`config.mk`:
```
export PLATFORM = sky130hd
export DESIGN_NAME = stream_keygen_ctrl
export DESIGN_NICKNAME = d
export VERILOG_FILES = /design/src/rtl/stream_keygen_ctrl.sv
export SDC_FILE = /design/constraint.sdc
export NUM_CORES = 1
export LEC_CHECK = 0
export BUFFER_PORTS_ARGS = -buffer_cell sky130_fd_sc_hd__buf_2
export CORE_UTILIZATION = 55
export DETAILED_ROUTE_END_ITERATION = 8
export PLACE_DENSITY_LB_ADDON = 0.15
export SYNTH_ARGS = -nofsm -noshare
export SYNTH_HDL_FRONTEND = slang
export SYNTH_SLANG_ARGS = --single-unit
```
`constraint.sdc`:
```
create_clock -name clk -period 2.81 [get_ports clk]
set_input_delay 0.562 -clock clk [delete_from_list [all_inputs] [get_ports clk]]
set_output_delay 0.562 -clock clk [all_outputs]
set_load 0.01 [all_outputs]
```
`src/rtl/stream_keygen_ctrl.sv`:
```
`default_nettype none
// ============================================================================
// Module   : stream_keygen_ctrl
// Purpose  : Job-level control FSM for the chaotic-map keystream generator.
//            Sequences seed load, map warm-up (discarded iterations) and a
//            keystream run of a requested word count on one of NUM_CH map
//            datapath channels, then returns to idle. Supports abort,
//            downstream ready/valid backpressure and channel selection.
// Revision : 1.0 - initial release
// ----------------------------------------------------------------------------
// Ports
//   clk          in   1       clock
//   reset        in   1       synchronous, active-high reset
//   start_i      in   1       job request, sampled only in IDLE
//   len_i        in   LEN_W   keystream words for the job (latched on start)
//   ch_sel_i     in   CH_W    target channel (latched on start)
//   abort_i      in   1       cancel the current job
//   ks_ready_i   in   1       downstream accepts a keystream word
//   read_seed_o  out  1       seed/key register load enable
//   map_en_o     out  1       chaotic map iterate enable
//   sel_s_o      out  1       map input mux: 0 = seed, 1 = feedback
//   ks_valid_o   out  1       keystream word valid
//   ch_en_o      out  NUM_CH  one-hot channel enable
//   busy_o       out  1       job in progress
//   done_o       out  1       one-cycle pulse: job completed
//   aborted_o    out  1       one-cycle pulse: job cancelled
//   err_o        out  1       one-cycle pulse: start rejected (bad channel)
//   word_cnt_o   out  LEN_W   words handed off in the current job
// ============================================================================
module stream_keygen_ctrl #(
  parameter int NUM_CH     = 4,
  parameter int CH_W       = 2,
  parameter int LEN_W      = 16,
  parameter int LOAD_CYC   = 2,
  parameter int WARMUP_CYC = 8
) (
  input  logic              clk,
  input  logic              reset,
  input  logic              start_i,
  input  logic [LEN_W-1:0]  len_i,
  input  logic [CH_W-1:0]   ch_sel_i,
  input  logic              abort_i,
  input  logic              ks_ready_i,
  output logic              read_seed_o,
  output logic              map_en_o,
  output logic              sel_s_o,
  output logic              ks_valid_o,
  output logic [NUM_CH-1:0] ch_en_o,
  output logic              busy_o,
  output logic              done_o,
  output logic              aborted_o,
  output logic              err_o,
  output logic [LEN_W-1:0]  word_cnt_o
);

  // One shared phase counter covers both LOAD and WARM; it only has to count
  // up to the longer of the two durations.
  localparam int c_MAX_CYC = (LOAD_CYC > WARMUP_CYC) ? LOAD_CYC : WARMUP_CYC;
  localparam int c_CNT_W   = (c_MAX_CYC < 2) ? 1 : $clog2(c_MAX_CYC);

  localparam logic [c_CNT_W-1:0] c_LOAD_LAST = c_CNT_W'(LOAD_CYC - 1);
  localparam logic [c_CNT_W-1:0] c_WARM_LAST =
    c_CNT_W'((WARMUP_CYC > 0) ? (WARMUP_CYC - 1) : 0);
  localparam logic               c_SKIP_WARM = (WARMUP_CYC == 0);
  // One extra bit so NUM_CH == 2**CH_W is representable.
  localparam logic [CH_W:0]      c_NUM_CH    = (CH_W + 1)'(NUM_CH);

  typedef enum logic [2:0] {
    ST_IDLE = 3'd0,
    ST_LOAD = 3'd1,
    ST_WARM = 3'd2,
    ST_RUN  = 3'd3,
    ST_DONE = 3'd4
  } state_t;

  state_t             state_q, state_d;
  logic [c_CNT_W-1:0] cyc_q, cyc_d;
  logic [LEN_W-1:0]   len_q, len_d;
  logic [CH_W-1:0]    ch_q, ch_d;
  logic [LEN_W-1:0]   word_cnt_q, word_cnt_d;
  logic               err_q, err_d;

  logic               w_ch_ok;
  logic               w_abortable;

  assign w_ch_ok     = ({1'b0, ch_sel_i} < c_NUM_CH);
  assign w_abortable = (state_q == ST_LOAD) || (state_q == ST_WARM) ||
                       (state_q == ST_RUN);

  // --------------------------------------------------------------------------
  // State / counter registers
  // --------------------------------------------------------------------------
  always_ff @(posedge clk) begin
    if (reset) begin
      state_q    <= ST_IDLE;
      cyc_q      <= '0;
      len_q      <= '0;
      ch_q       <= '0;
      word_cnt_q <= '0;
      err_q      <= 1'b0;
    end else begin
      state_q    <= state_d;
      cyc_q      <= cyc_d;
      len_q      <= len_d;
      ch_q       <= ch_d;
      word_cnt_q <= word_cnt_d;
      err_q      <= err_d;
    end
  end

  // --------------------------------------------------------------------------
  // Next-state and output decode
  // --------------------------------------------------------------------------
  always_comb begin
    state_d     = state_q;
    cyc_d       = cyc_q;
    len_d       = len_q;
    ch_d        = ch_q;
    word_cnt_d  = word_cnt_q;
    err_d       = 1'b0;
    read_seed_o = 1'b0;
    map_en_o    = 1'b0;
    sel_s_o     = 1'b0;
    ks_valid_o  = 1'b0;
    done_o      = 1'b0;
    aborted_o   = 1'b0;

    case (state_q)
      ST_IDLE: begin
        if (start_i) begin
          if (w_ch_ok) begin
            len_d      = len_i;
            ch_d       = ch_sel_i;
            word_cnt_d = '0;
            cyc_d      = '0;
            // A zero-length job skips the datapath entirely.
            state_d    = (len_i == '0) ? ST_DONE : ST_LOAD;
          end else begin
            err_d = 1'b1;
          end
        end
      end

      ST_LOAD: begin
        read_seed_o = 1'b1;
        if (cyc_q == c_LOAD_LAST) begin
          cyc_d   = '0;
          state_d = c_SKIP_WARM ? ST_RUN : ST_WARM;
        end else begin
          cyc_d = cyc_q + c_CNT_W'(1);
        end
      end

      ST_WARM: begin
        map_en_o = 1'b1;
        sel_s_o  = 1'b1;
        if (cyc_q == c_WARM_LAST) begin
          cyc_d   = '0;
          state_d = ST_RUN;
        end else begin
          cyc_d = cyc_q + c_CNT_W'(1);
        end
      end

      ST_RUN: begin
        sel_s_o    = 1'b1;
        ks_valid_o = 1'b1;
        // The map only advances when the current word is taken downstream.
        map_en_o   = ks_ready_i;
        if (ks_ready_i) begin
          word_cnt_d = word_cnt_q + LEN_W'(1);
          if (word_cnt_q == (len_q - LEN_W'(1))) begin
            state_d = ST_DONE;
          end
        end
      end

      ST_DONE: begin
        done_o  = 1'b1;
        state_d = ST_IDLE;
      end

      default: begin
        state_d = ST_IDLE;
      end
    endcase

    // Abort wins over any transition chosen above, including completion.
    if (abort_i && w_abortable) begin
      aborted_o = 1'b1;
      state_d   = ST_IDLE;
      cyc_d     = '0;
    end
  end

  assign busy_o     = (state_q != ST_IDLE);
  assign err_o      = err_q;
  assign word_cnt_o = word_cnt_q;

  generate
    for (genvar i = 0; i < NUM_CH; i++) begin : g_ch_en
      assign ch_en_o[i] = busy_o && (ch_q == CH_W'(i));
    end
  endgenerate

endmodule
`default_nettype wire

```
# After elaboration in Yosys (flattened, before gate mapping)
# Index checks and enable logic that the tools add are counted.
word_totals:
  reg_bits: 40
  input_bits: 23
  output_inout_bits: 28
  wordCells: 62
classes:
  n_addsub: 3
  eq_ne: 15
  muxes: 20
  n_reduce_logical: 19
ops:
  columns: ["cell", "count"]
  rows:
  - ["two-way mux 16 bit", 2]
  - ["one-hot mux 16 bit (2 select lines)", 1]
  - ["two-way mux 3 bit", 9]
  - ["adder 16 x 1 -> 16 bit (second input constant)", 1]
  - ["== test 16 bit", 1]
  - ["logical NOT 16 bit", 1]
  - ["subtractor 16 x 1 -> 16 bit (second input constant)", 1]
  - ["one-hot mux 3 bit (4 select lines)", 1]
  - ["one-hot mux 3 bit (3 select lines)", 1]
  - ["== test 3 x 1 -> 1 bit (second input constant)", 2]
  - ["== test 3 x 2 -> 1 bit (second input constant)", 2]
  - ["== test 3 bit (second input constant)", 2]
  - ["!= test 2 x 1 -> 1 bit (second input constant)", 3]
  - ["nonzero test 3 bit", 2]
  - ["logical AND 1 bit", 5]
  - ["two-way mux 1 bit", 5]
  - ["AND reduction 5 bit", 1]
  - ["== test 2 bit (second input constant)", 2]
  - ["!= test 2 bit (second input constant)", 2]
  - ["AND reduction 2 bit", 2]
  - ["OR reduction 2 bit", 2]
  - ["adder 3 x 1 -> 3 bit (second input constant)", 1]
  - ["logical NOT 3 bit", 1]
  - ["AND reduction 3 bit", 1]
  - ["other kinds (5)", 6]

# Longest topological paths before layout
# Gate-level depths: netlist of run 1.
depth:
  depth_word: 5
  ltp_mapped: 8
  mapped_depth_nobuf: 8

# Worst setup path after synthesis of run 1
# Ideal clock, no wire load.
synth_timing:
  kind: "register -> register"
  startpoint: "reg len_q[0]"
  endpoint: "reg state_q[2]"
  setup_time_ps: 59
  t_arrival_ps: 2242
  t_required_ps: 2751
  setup_slack_ps: 509
  stages_incl_launch_ff: 9
  n_path_buf: 0
  synth_period_minus_slack_ps: 2301
  cell_sequence: "dfxtp_1 inv_1 ha_1 or4b_1 nor3_2 mux2i_1 o31ai_2 a2111oi_2 a31o_1"
synth_via:
  elab_chain_len: 4
synth_rtl:
  columns: ["element", "line", "source"]
  rows:
  - ["start, declared", "78", "logic [LEN_W-1:0] len_q, len_d;"]
  - ["start signal, assigned", "104", "len_q <= len_d;"]
  - ["subtractor 16 x 1 -> 16 bit", "172", "if (word_cnt_q == (len_q - LEN_W'(1))) begin"]
  - ["== test 16 bit", "172", null]
  - ["!= test 2 x 1 -> 1 bit (no line)", null, null]
  - ["AND reduction 5 bit (no line)", null, null]
  - ["end signal, assigned", "102", "state_q <= state_d;"]
  - ["end, declared", "76", "state_t state_q, state_d;"]
# No other way between the ends.
# A chain may end at the register's enable or synchronous reset.

# Worst setup path in the final report of run 1
layout_timing:
  startpoint: "reg len_q[0]"
  endpoint: "reg state_q[0]"
# Same word-level chain as after synthesis.

==> flow_summary_export.csv, run 1 <==
group,metric,value,unit
run_status,status,"complete, no violations",
cells_and_area,antenna_cells,0,
timing,fin_crit,2.622,ns
place,preCtsSetupSlack,0.2188,ns
critical_path,r2r_start,"len_q[0]",
synth,synthDominantCellAreaShare,0.3237,
cts,cts_tree,"yes",
critical_path,crit_path_end_kind,"register",
critical_path,worstReg2RegEnd,"state_q[0]",
timing,finalSetupViolCount,0,
power_and_ir_drop,power_density,679.6,nW/µm²
synth,yosysMostFrequentCell,"nand2_1",
cells_and_area,fin_nets,379,
route,drtAntennaViolNets,0,
floorplan,die_x,69.07,µm
synth,synthFlopType,"dfxtp_1",
global_route,grt_overflow,0,
timing,max-slew-margin-rel,0.5931,
cts,cts_resized,0,
run,maxCapViolations,0,
floorplan,ios,51,
timing,fin_setup_tns,0,ns
floorplan,initial_core_util,0.5720,
timing,finClkSkew,0.007568,ns
route,initialDrtViolationCount,123,
cts,cts_setup_buffers,0,
synth,ys_ff_latch,40,
power_and_ir_drop,seqPwrFrac,0.388,
floorplan,core_region_area,4324,µm²
cells_and_area,n_fill_cell,419,
critical_path,worst_ep_required_time,2.96,ns
timing,finalHoldViolCount,0,
global_route,grtUsageTotal,0.2397,
power_and_ir_drop,power_frac_comb,0.402,
power_and_ir_drop,swShare,0.3850,
power_and_ir_drop,power_leakage,1.121,nW
global_route,grt_start_max_net_pins,24,
synth,async_flop_share,0,
cells_and_area,area_growth,14.31,%
floorplan,die_y,69.07,µm
cts,clk_path_buf_depth,2,
timing,fin_crit_sh,0.9329,
timing,tightest_slew,0.6048,ns
cts,clk-insertion-delay-late,0.29,ns
cts,cts_sinks,40,
worst_hold_path,hold_depth,2,
synth,netlist_top_cells_count,"50 x nand2_1, 40 x dfxtp_1, 26 x nor2_1, 25 x a21oi_1, 16 x xnor2_1",
timing,drv_slew,0,
critical_path,critPathKind,"reg -> reg",
worst_hold_path,hp-start,"len_q[15]",
route,drc_errors,0,
timing,setup_slack,0.1885,ns
synth,ys_seq_area_frac,0.3237,
synth,syn-cell-area,2474,µm²
place,port_buffers,49,
route,drt_first_pass_iters,4,
route,wire_per_inst,14.03,µm
place,place_congestion,0.7976,
power_and_ir_drop,ir_drop,0.0004402,V
synth,syn_area_per_cell,8.031,µm²
synth,synth_edf_count,0,
floorplan,rows,24,
synth,synthCells,308,
cts,cts_htree_levels,2,
global_route,grt_first_pass_wirelength,9363,µm
synth,yosysUniqueCellTypes,68,
power_and_ir_drop,pwr-share-clk,0.211,
timing,rsz0062_at_grt,"no",
synth,ys_top_cells_by_area,"dfxtp_1 32%, nand2_1 7.6%, xnor2_1 5.7%",
global_route,grt_pass1_vias,1963,
cells_and_area,drive_gt1_frac,0.2216,
synth,syn_nets,336,
worst_hold_path,hold_path_class,"reg -> reg",
global_route,grt_antenna_before_repair,0,
critical_path,arrival,2.77,ns
cts,ctsHoldBuffers,0,
power_and_ir_drop,switching_power,0.0007399,W
timing,fmax,381.5,MHz
route,wl,5669,µm
critical_path,rrSetupSlack,0.19,ns
cts,cts_root_buffer,"clkbuf_8",
synth,ys_warn_count,0,
route,vias_per_cell,5.681,
worst_hold_path,hold_end,"len_q[15]",
cts,clk_pin_slew_worst_paths,0.08,ns
route,vias,2295,
critical_path,worstRegToRegCells,8,
critical_path,crit_fanout,6,
cts,cts_made_buffers,5,
place,dp_hpwl,4247,µm
power_and_ir_drop,p_int,0.001182,W
critical_path,startpoint_type,"register",
synth,yosys.area.top_type,"dfxtp_1",
floorplan,die_area,4770,µm²
routing by layer:
layer	vias to the layer above	part of all wire	GRT usage	wire length (µm)
met3	5	0.052	0.04386	295
li1	1175	-	-	-
met2	60	0.45	0.3646	2546
met5	-	0	0	0
met1	1055	0.49	0.3542	2786
met4	0	0.0072	0.04762	41
registers in the layout, summed over array words and instances, names as in the netlist:
| register | count |
|---|---|
| word_cnt_o | 16 |
| len_q | 16 |
| cyc_q | 3 |
| ch_q | 2 |
| state_q | 3 |
worst max-delay path by stage:
stage	startpoint	end	slack, ns	cells past startpoint
detailed placement	len_q[0]	state_q[0]	0.22	8
CTS	len_q[0]	state_q[0]	0.19	8
global placement	len_q[0]	state_q[2]	0.33	8
global route	len_q[0]	state_q[2]	0.02	8
floorplan	len_q[0]	state_q[2]	0.51	8
finish	len_q[0]	state_q[0]	0.19	8
final cells by class:
class / instances / area [µm²] / share of cell area
Multi-Input combinational cell: 247 / 1580 / 0.5589
Sequential cell: 40 / 800.8 / 0.2832
Tap cell: 52 / 65.06 / 0.02301
Timing Repair Buffer: 51 / 260.3 / 0.09204
Inverter: 6 / 23.77 / 0.008407
Clock inverter: 2 / 15.01 / 0.005310
Clock buffer: 6 / 82.58 / 0.02920
critical path, stage by stage, from the launching register on:
cell       delay (ns)
dfxtp_1          0.37
inv_1            0.08
ha_1             0.24
or4b_1           0.57
nor3_2           0.26
mux2i_1          0.25
o31ai_2          0.10
a2111oi_2        0.49
o22ai_1          0.12
kinds of logic (layout without fill, tap and decap cells):
family,count (synthesis),count (layout),share of synthesized area
buffers and inverters,21,65,0.03743
XOR/XNOR,28,28,0.1047
AND/OR/NAND/NOR,152,152,0.3308
AO/OA/AOI/OAI,60,60,0.1725
multiplexers,1,1,0.004047
flip-flops,40,40,0.3237
other,1,1,0.001516
adder cells (fa/ha/maj),5,5,0.02529
placed cells by master (no fill, tap or decap), drive strengths merged, types with 3 or more instances in the layout:
cell type  instances
o2111ai            3
a21oi             25
xnor2             16
dfxtp             40
nor3              13
or3                3
nand2b             8
nor4               9
o21ai              8
nand2             50
nand3              7
xor2              11
nor2b              3
clkbuf             6
nand4              6
inv                5
nor2              26
and3               5
ha                 5
a211o              3
buf               51
nor3b              3
and2               4
o22ai              3
stage by stage:
step	total power, W	area [µm²]	util	std cells	hold WS, ns
2_1_floorplan	0.001340	2474	-	308	0.4496
3_3_place_gp	0.001498	2730	0.6314	396	0.4783
3_5_place_dp	0.001515	2730	0.6314	396	0.4810
4_1_cts	0.001923	2828	0.6539	404	0.4924
5_1_grt	0.002049	2828	0.6539	404	0.4957
6_report	0.001922	2828	0.6539	404	0.4926
power by group through the flow:
| stage | logic, W | registers, W | clock network (W) |
|---|---|---|---|
| after floorplan | 0.000635 | 0.000705 | 0 |
| after global placement | 0.000751 | 0.000747 | 0 |
| after detailed placement | 0.000760 | 0.000755 | 0 |
| after CTS | 0.000768 | 0.000742 | 0.000413 |
| after global routing | 0.000853 | 0.000757 | 0.000439 |
| final | 0.000772 | 0.000745 | 0.000405 |
No activity file was read; power rests on OpenSTA's default activity.
==> run 2: changes to the inputs <==
PLACE_DENSITY = 0.8   (was unset)
PLACE_DENSITY_LB_ADDON = unset   (was 0.15)
==> flow_summary_export.csv, run 2 (synthesized netlist as in run 1, its figures left out) <==
group,metric,value,unit
place,dpl_cell_area,2723,µm²
power_and_ir_drop,power_density,700.5,nW/µm²
power_and_ir_drop,power_leakage,1.127,nW
worst_hold_path,hold_end,"len_q[15]",
cells_and_area,drive_gt1_frac,0.2194,
cts,clk-insertion-delay-late,0.29,ns
place,dp_hpwl,4229,µm
critical_path,crit_fanout,6,
cts,clk_path_buf_depth,2,
timing,drv_slew,0,
critical_path,worstReg2RegEnd,"state_q[2]",
cells_and_area,area_growth,15.07,%
place,port_buffers,49,
route,wire_per_inst,14.09,µm
power_and_ir_drop,switching_power,0.0007506,W
critical_path,critPathKind,"reg -> reg",
cts,cts_made_buffers,5,
critical_path,worstRegToRegCells,8,
worst_hold_path,hold_path_class,"reg -> reg",
cts,cts_htree_levels,2,
power_and_ir_drop,seqPwrFrac,0.375,
cts,cts_tree,"yes",
cts,cts_setup_buffers,0,
route,vias,2341,
global_route,grtUsageTotal,0.2481,
power_and_ir_drop,pwr-share-clk,0.234,
critical_path,arrival,2.75,ns
timing,fin_setup_tns,0,ns
cells_and_area,stdcell_count,403,
timing,tightest_slew,0.6283,ns
floorplan,rows,24,
cells_and_area,final_common_cell,"nand2_1",
cells_and_area,final_area,2846,µm²
timing,max-slew-margin-rel,0.5773,
cells_and_area,layout_common_cells,"50 x nand2_1, 49 x buf_2, 40 x dfxtp_1",
critical_path,max_stage_delay,0.58,ns
power_and_ir_drop,p_total,0.001994,W
power_and_ir_drop,power_frac_comb,0.392,
place,place_congestion,0.8420,
critical_path,crit_path_end_kind,"register",
critical_path,worstPathBufferInverterCount,1,
run_status,status,"complete, no violations",
cts,clk_pin_slew_worst_paths,0.08,ns
timing,finClkSkew,0.006828,ns
power_and_ir_drop,swShare,0.3764,
global_route,grt_first_pass_wirelength,9666,µm
floorplan,initial_core_util,0.5720,
global_route,grt_start_max_net_pins,24,
place,dpl.cell_count,395,
worst_hold_path,hold_depth,2,
critical_path,path_delay_family,"simple AND/OR/NAND/NOR gates",
timing,fin_crit_sh,0.8962,
critical_path,startpoint_type,"register",
global_route,grt_pass1_vias,2082,
critical_path,crit_chain,"inv_1 -> ha_1 -> or4b_1 -> nor3_2 -> mux2i_1 -> o31ai_2 -> a2111oi_4 -> a31o_1",
timing,fin_crit,2.518,ns
floorplan,die_y,69.07,µm
floorplan,die_area,4770,µm²
route,vias_per_cell,5.809,
run,maxCapViolations,0,
timing,finalHoldViolCount,0,
power_and_ir_drop,ir_drop,0.0004969,V
route,initialDrtViolationCount,110,
critical_path,r2r_start,"len_q[0]",
route,drc_errors,0,
floorplan,core_region_area,4324,µm²
floorplan,die_x,69.07,µm
route,drtAntennaViolNets,0,
critical_path,worst_ep_required_time,3.04,ns
route,drt_first_pass_iters,4,
critical_path,crit_path_top_delay_cell,"or4b_1",
cts,cts_root_buffer,"clkbuf_8",
cts,cts_sinks,40,
route,wl,5680,µm
global_route,grt_overflow,0,
critical_path,rrSetupSlack,0.29,ns
cells_and_area,antenna_cells,0,
power_and_ir_drop,p_int,0.001244,W
timing,fmax,397.1,MHz
timing,rsz0062_at_grt,"no",
timing,finalSetupViolCount,0,
cells_and_area,fin_nets,378,
floorplan,ios,51,
global_route,grt_antenna_before_repair,0,
worst_hold_path,hp-start,"len_q[15]",
-- run 2: power groups by stage --
stage	Sequential [W]	Combinational (W)	Clock (W)
after floorplan	0.000705	0.000635	0
after global placement	0.000752	0.000739	0
after detailed placement	0.000756	0.000759	0
after CTS	0.000744	0.000769	0.000474
after global routing	0.000761	0.000866	0.000499
final	0.000747	0.000781	0.000466
-- run 2: cell type report --
type	instances	area, µm²
multi-input combinational	247	1593
fill	393	1478
sequential	40	800.8
timing repair buffer	50	252.7
clock buffer	5	68.82
tap	52	65.06
clock inverter	3	42.54
inverter	6	23.77
-- run 2: worst max path at each step --
stage | from | end | slack (ns) | depth (start not counted)
after floorplan | len_q[0] | state_q[2] | 0.51 | 8
after global placement | len_q[0] | state_q[2] | 0.34 | 8
after detailed placement | len_q[0] | state_q[0] | 0.23 | 8
after CTS | len_q[0] | state_q[2] | 0.19 | 8
after global routing | len_q[0] | state_q[2] | 0.07 | 8
final | len_q[0] | state_q[2] | 0.29 | 8
-- run 2: layer usage --
| metal | global-route usage | vias to the layer above | share of wire |
|---|---|---|---|
| met3 | 0.04094 | 9 | 0.046 |
| met2 | 0.3862 | 66 | 0.46 |
| li1 | - | 1178 | - |
| met4 | 0.08163 | 0 | 0.013 |
| met1 | 0.3486 | 1088 | 0.48 |
| met5 | 0 | - | 0 |
-- run 2: metrics by stage --
step	hold slack, ns	utilization	setup slack (ns)
5_1_grt	0.5043	0.6583	0.06687
2_1_floorplan	0.4496	-	0.5091
3_5_place_dp	0.4920	0.6296	0.2305
4_1_cts	0.4996	0.6554	0.1880
3_3_place_gp	0.4847	0.6296	0.3371
6_report	0.4997	0.6583	0.2918
-- run 2: worst min-delay path: cells and delay by family (launching register included) --
kind            cells  cell delay, ns
simple gates        1            0.06
compound gates      1            0.05
flops               1            0.34
-- run 2: timing repair --
action | 4_1_cts | 5_1_grt
gates resized for setup | 0 | 1
endpoints found under the setup margin | 0 | 2
hold buffers | 0 | 0
==> run 3: changes to the inputs <==
CORE_UTILIZATION = 59   (was 55)
PLACE_DENSITY = 0.85   (was 0.8)
REMOVE_ABC_BUFFERS = 1   (was unset)
SETUP_SLACK_MARGIN = 0.5   (was unset)
clock period = 3.2 ns   (was 2.81 ns; I/O delays follow)
==> flow_summary_export.csv, run 3 (synthesized netlist as in run 1, its figures left out) <==
group,metric,value,unit
critical_path,crit_fanout,6,
route,initialDrtViolationCount,183,
cts,cts_tree,"yes",
critical_path,crit_cells,8,
cts,clk_pin_slew_worst_paths,0.08,ns
cts,cts_sinks,40,
power_and_ir_drop,seqPwrFrac,0.393,
cts,ctsHoldBuffers,0,
critical_path,crit_path_top_delay_cell,"or4b_1",
route,drt_first_pass_iters,4,
timing,fmax,399.6,MHz
floorplan,rows,23,
critical_path,worstPathBufferInverterCount,1,
timing,fin_crit,2.502,ns
route,drtAntennaViolNets,0,
floorplan,die_x,66.75,µm
cells_and_area,area_growth,14.11,%
timing,rsz0062_at_grt,"no",
critical_path,crit_path_end_kind,"register",
cts,clk-insertion-delay-late,0.29,ns
timing,tightest_slew,0.6169,ns
critical_path,path_delay_family,"simple AND/OR/NAND/NOR gates",
timing,max-slew-margin-rel,0.5849,
cells_and_area,fin_nets,378,
place,place_congestion,0.9275,
cells_and_area,antenna_cells,0,
route,drc_errors,0,
floorplan,initial_core_util,0.6184,
critical_path,worstReg2RegEnd,"state_q[2]",
floorplan,die_y,66.75,µm
worst_hold_path,hold_depth,2,
global_route,grt_overflow,0,
cts,clk_path_buf_depth,2,
run,maxCapViolations,0,
power_and_ir_drop,swShare,0.3774,
worst_hold_path,hold_end,"len_q[15]",
place,dpl_cell_area,2720,µm²
timing,finalHoldViolCount,0,
cells_and_area,final_area,2823,µm²
cts,cts_resized,0,
route,wl,5438,µm
global_route,grtUsageTotal,0.2632,
floorplan,core_region_area,4000,µm²
cts,cts_root_buffer,"clkbuf_8",
place,dp_hpwl,4072,µm
timing,setup_slack,0.6976,ns
place,dpl.cell_count,393,
route,vias_per_cell,5.858,
global_route,grt_antenna_before_repair,0,
critical_path,rrSetupSlack,0.70,ns
power_and_ir_drop,power_frac_comb,0.402,
critical_path,critPathKind,"reg -> reg",
cts,cts_htree_levels,2,
route,vias,2349,
timing,drv_slew,0,
power_and_ir_drop,p_int,0.001036,W
route,wire_per_inst,13.56,µm
timing,fin_setup_tns,0,ns
timing,fin_crit_sh,0.7820,
cells_and_area,final_common_cell,"nand2_1",
power_and_ir_drop,power_leakage,1.118,nW
run_status,status,"complete, no violations",
worst_hold_path,hold_path_class,"reg -> reg",
power_and_ir_drop,ir_drop,0.0004145,V
power_and_ir_drop,power_density,589.6,nW/µm²
worst_hold_path,hp-start,"len_q[15]",
cells_and_area,stdcell_count,401,
critical_path,startpoint_type,"register",
cts,cts_setup_buffers,0,
cells_and_area,fin_util,0.7057,
timing,finClkSkew,0.007579,ns
floorplan,ios,51,
power_and_ir_drop,pwr-share-clk,0.204,
global_route,grt_pass1_vias,1952,
cells_and_area,layout_common_cells,"50 x nand2_1, 49 x buf_2, 40 x dfxtp_1",
timing,finalSetupViolCount,0,
global_route,grt_first_pass_wirelength,8970,µm
critical_path,crit_chain,"inv_1 -> ha_1 -> or4b_1 -> nor3_2 -> mux2i_1 -> o31ai_2 -> a2111oi_4 -> a31o_1",
place,preCtsSetupSlack,0.6685,ns
floorplan,die_area,4456,µm²
place,port_buffers,49,
critical_path,worst_ep_required_time,3.44,ns
power_and_ir_drop,switching_power,0.0006282,W
cells_and_area,drive_gt1_frac,0.2137,
critical_path,arrival,2.75,ns
critical_path,r2r_start,"len_q[0]",
critical_path,max_stage_delay,0.56,ns
critical_path,worstRegToRegCells,8,
cts,cts_made_buffers,5,
global_route,grt_start_max_net_pins,24,
-- run 3: cell types whose count changed in the layout (fill, tap and decap cells not counted), sizes merged --
cell      change
clkbuf        +3
bufinv        -1
clkinv        -1
clkinvlp      -1
-- run 3: layer usage --
metal / GRT usage / part of all wire / vias up
met5: 0 / 0 / -
met4: 0.08245 / 0.012 / 0
met3: 0.05137 / 0.056 / 7
met2: 0.4040 / 0.45 / 72
met1: 0.3658 / 0.48 / 1085
li1: - / - / 1185
-- run 3: cell type report --
type	instances	area [µm²]
sequential	40	800.8
timing repair buffer	50	252.7
fill	311	1177
inverter	6	23.77
multi-input combinational	247	1593
clock buffer	8	90.09
tap	50	62.56
-- run 3: how the worst max path moves through the flow --
stage / startpoint / end
floorplan: len_q[0] / state_q[2]
global placement: len_q[0] / state_q[2]
detailed placement: len_q[0] / state_q[2]
CTS: len_q[0] / state_q[2]
global route: len_q[0] / state_q[2]
finish: len_q[0] / state_q[2]
-- run 3: metrics by stage --
stage | hold slack, ns | power, W
after floorplan | 0.4435 | 0.001156
after global placement | 0.4758 | 0.001302
after detailed placement | 0.4769 | 0.001318
after CTS | 0.4865 | 0.001661
after global routing | 0.5195 | 0.001784
final | 0.4831 | 0.001664
-- run 3: tightest hold or removal path, cell delays in order, from the launching register on --
cell	delay, ns
dfxtp_1	0.33
nand2_1	0.06
a21oi_1	0.05
-- run 3: power by group through the flow --
stage | Sequential (W) | Combinational [W] | Clock (W)
floorplan | 0.000639 | 0.000517 | 0
global route | 0.000670 | 0.000749 | 0.000365
detailed placement | 0.000664 | 0.000654 | 0
finish | 0.000654 | 0.000670 | 0.000340
CTS | 0.000652 | 0.000661 | 0.000347
global placement | 0.000661 | 0.000642 | 0
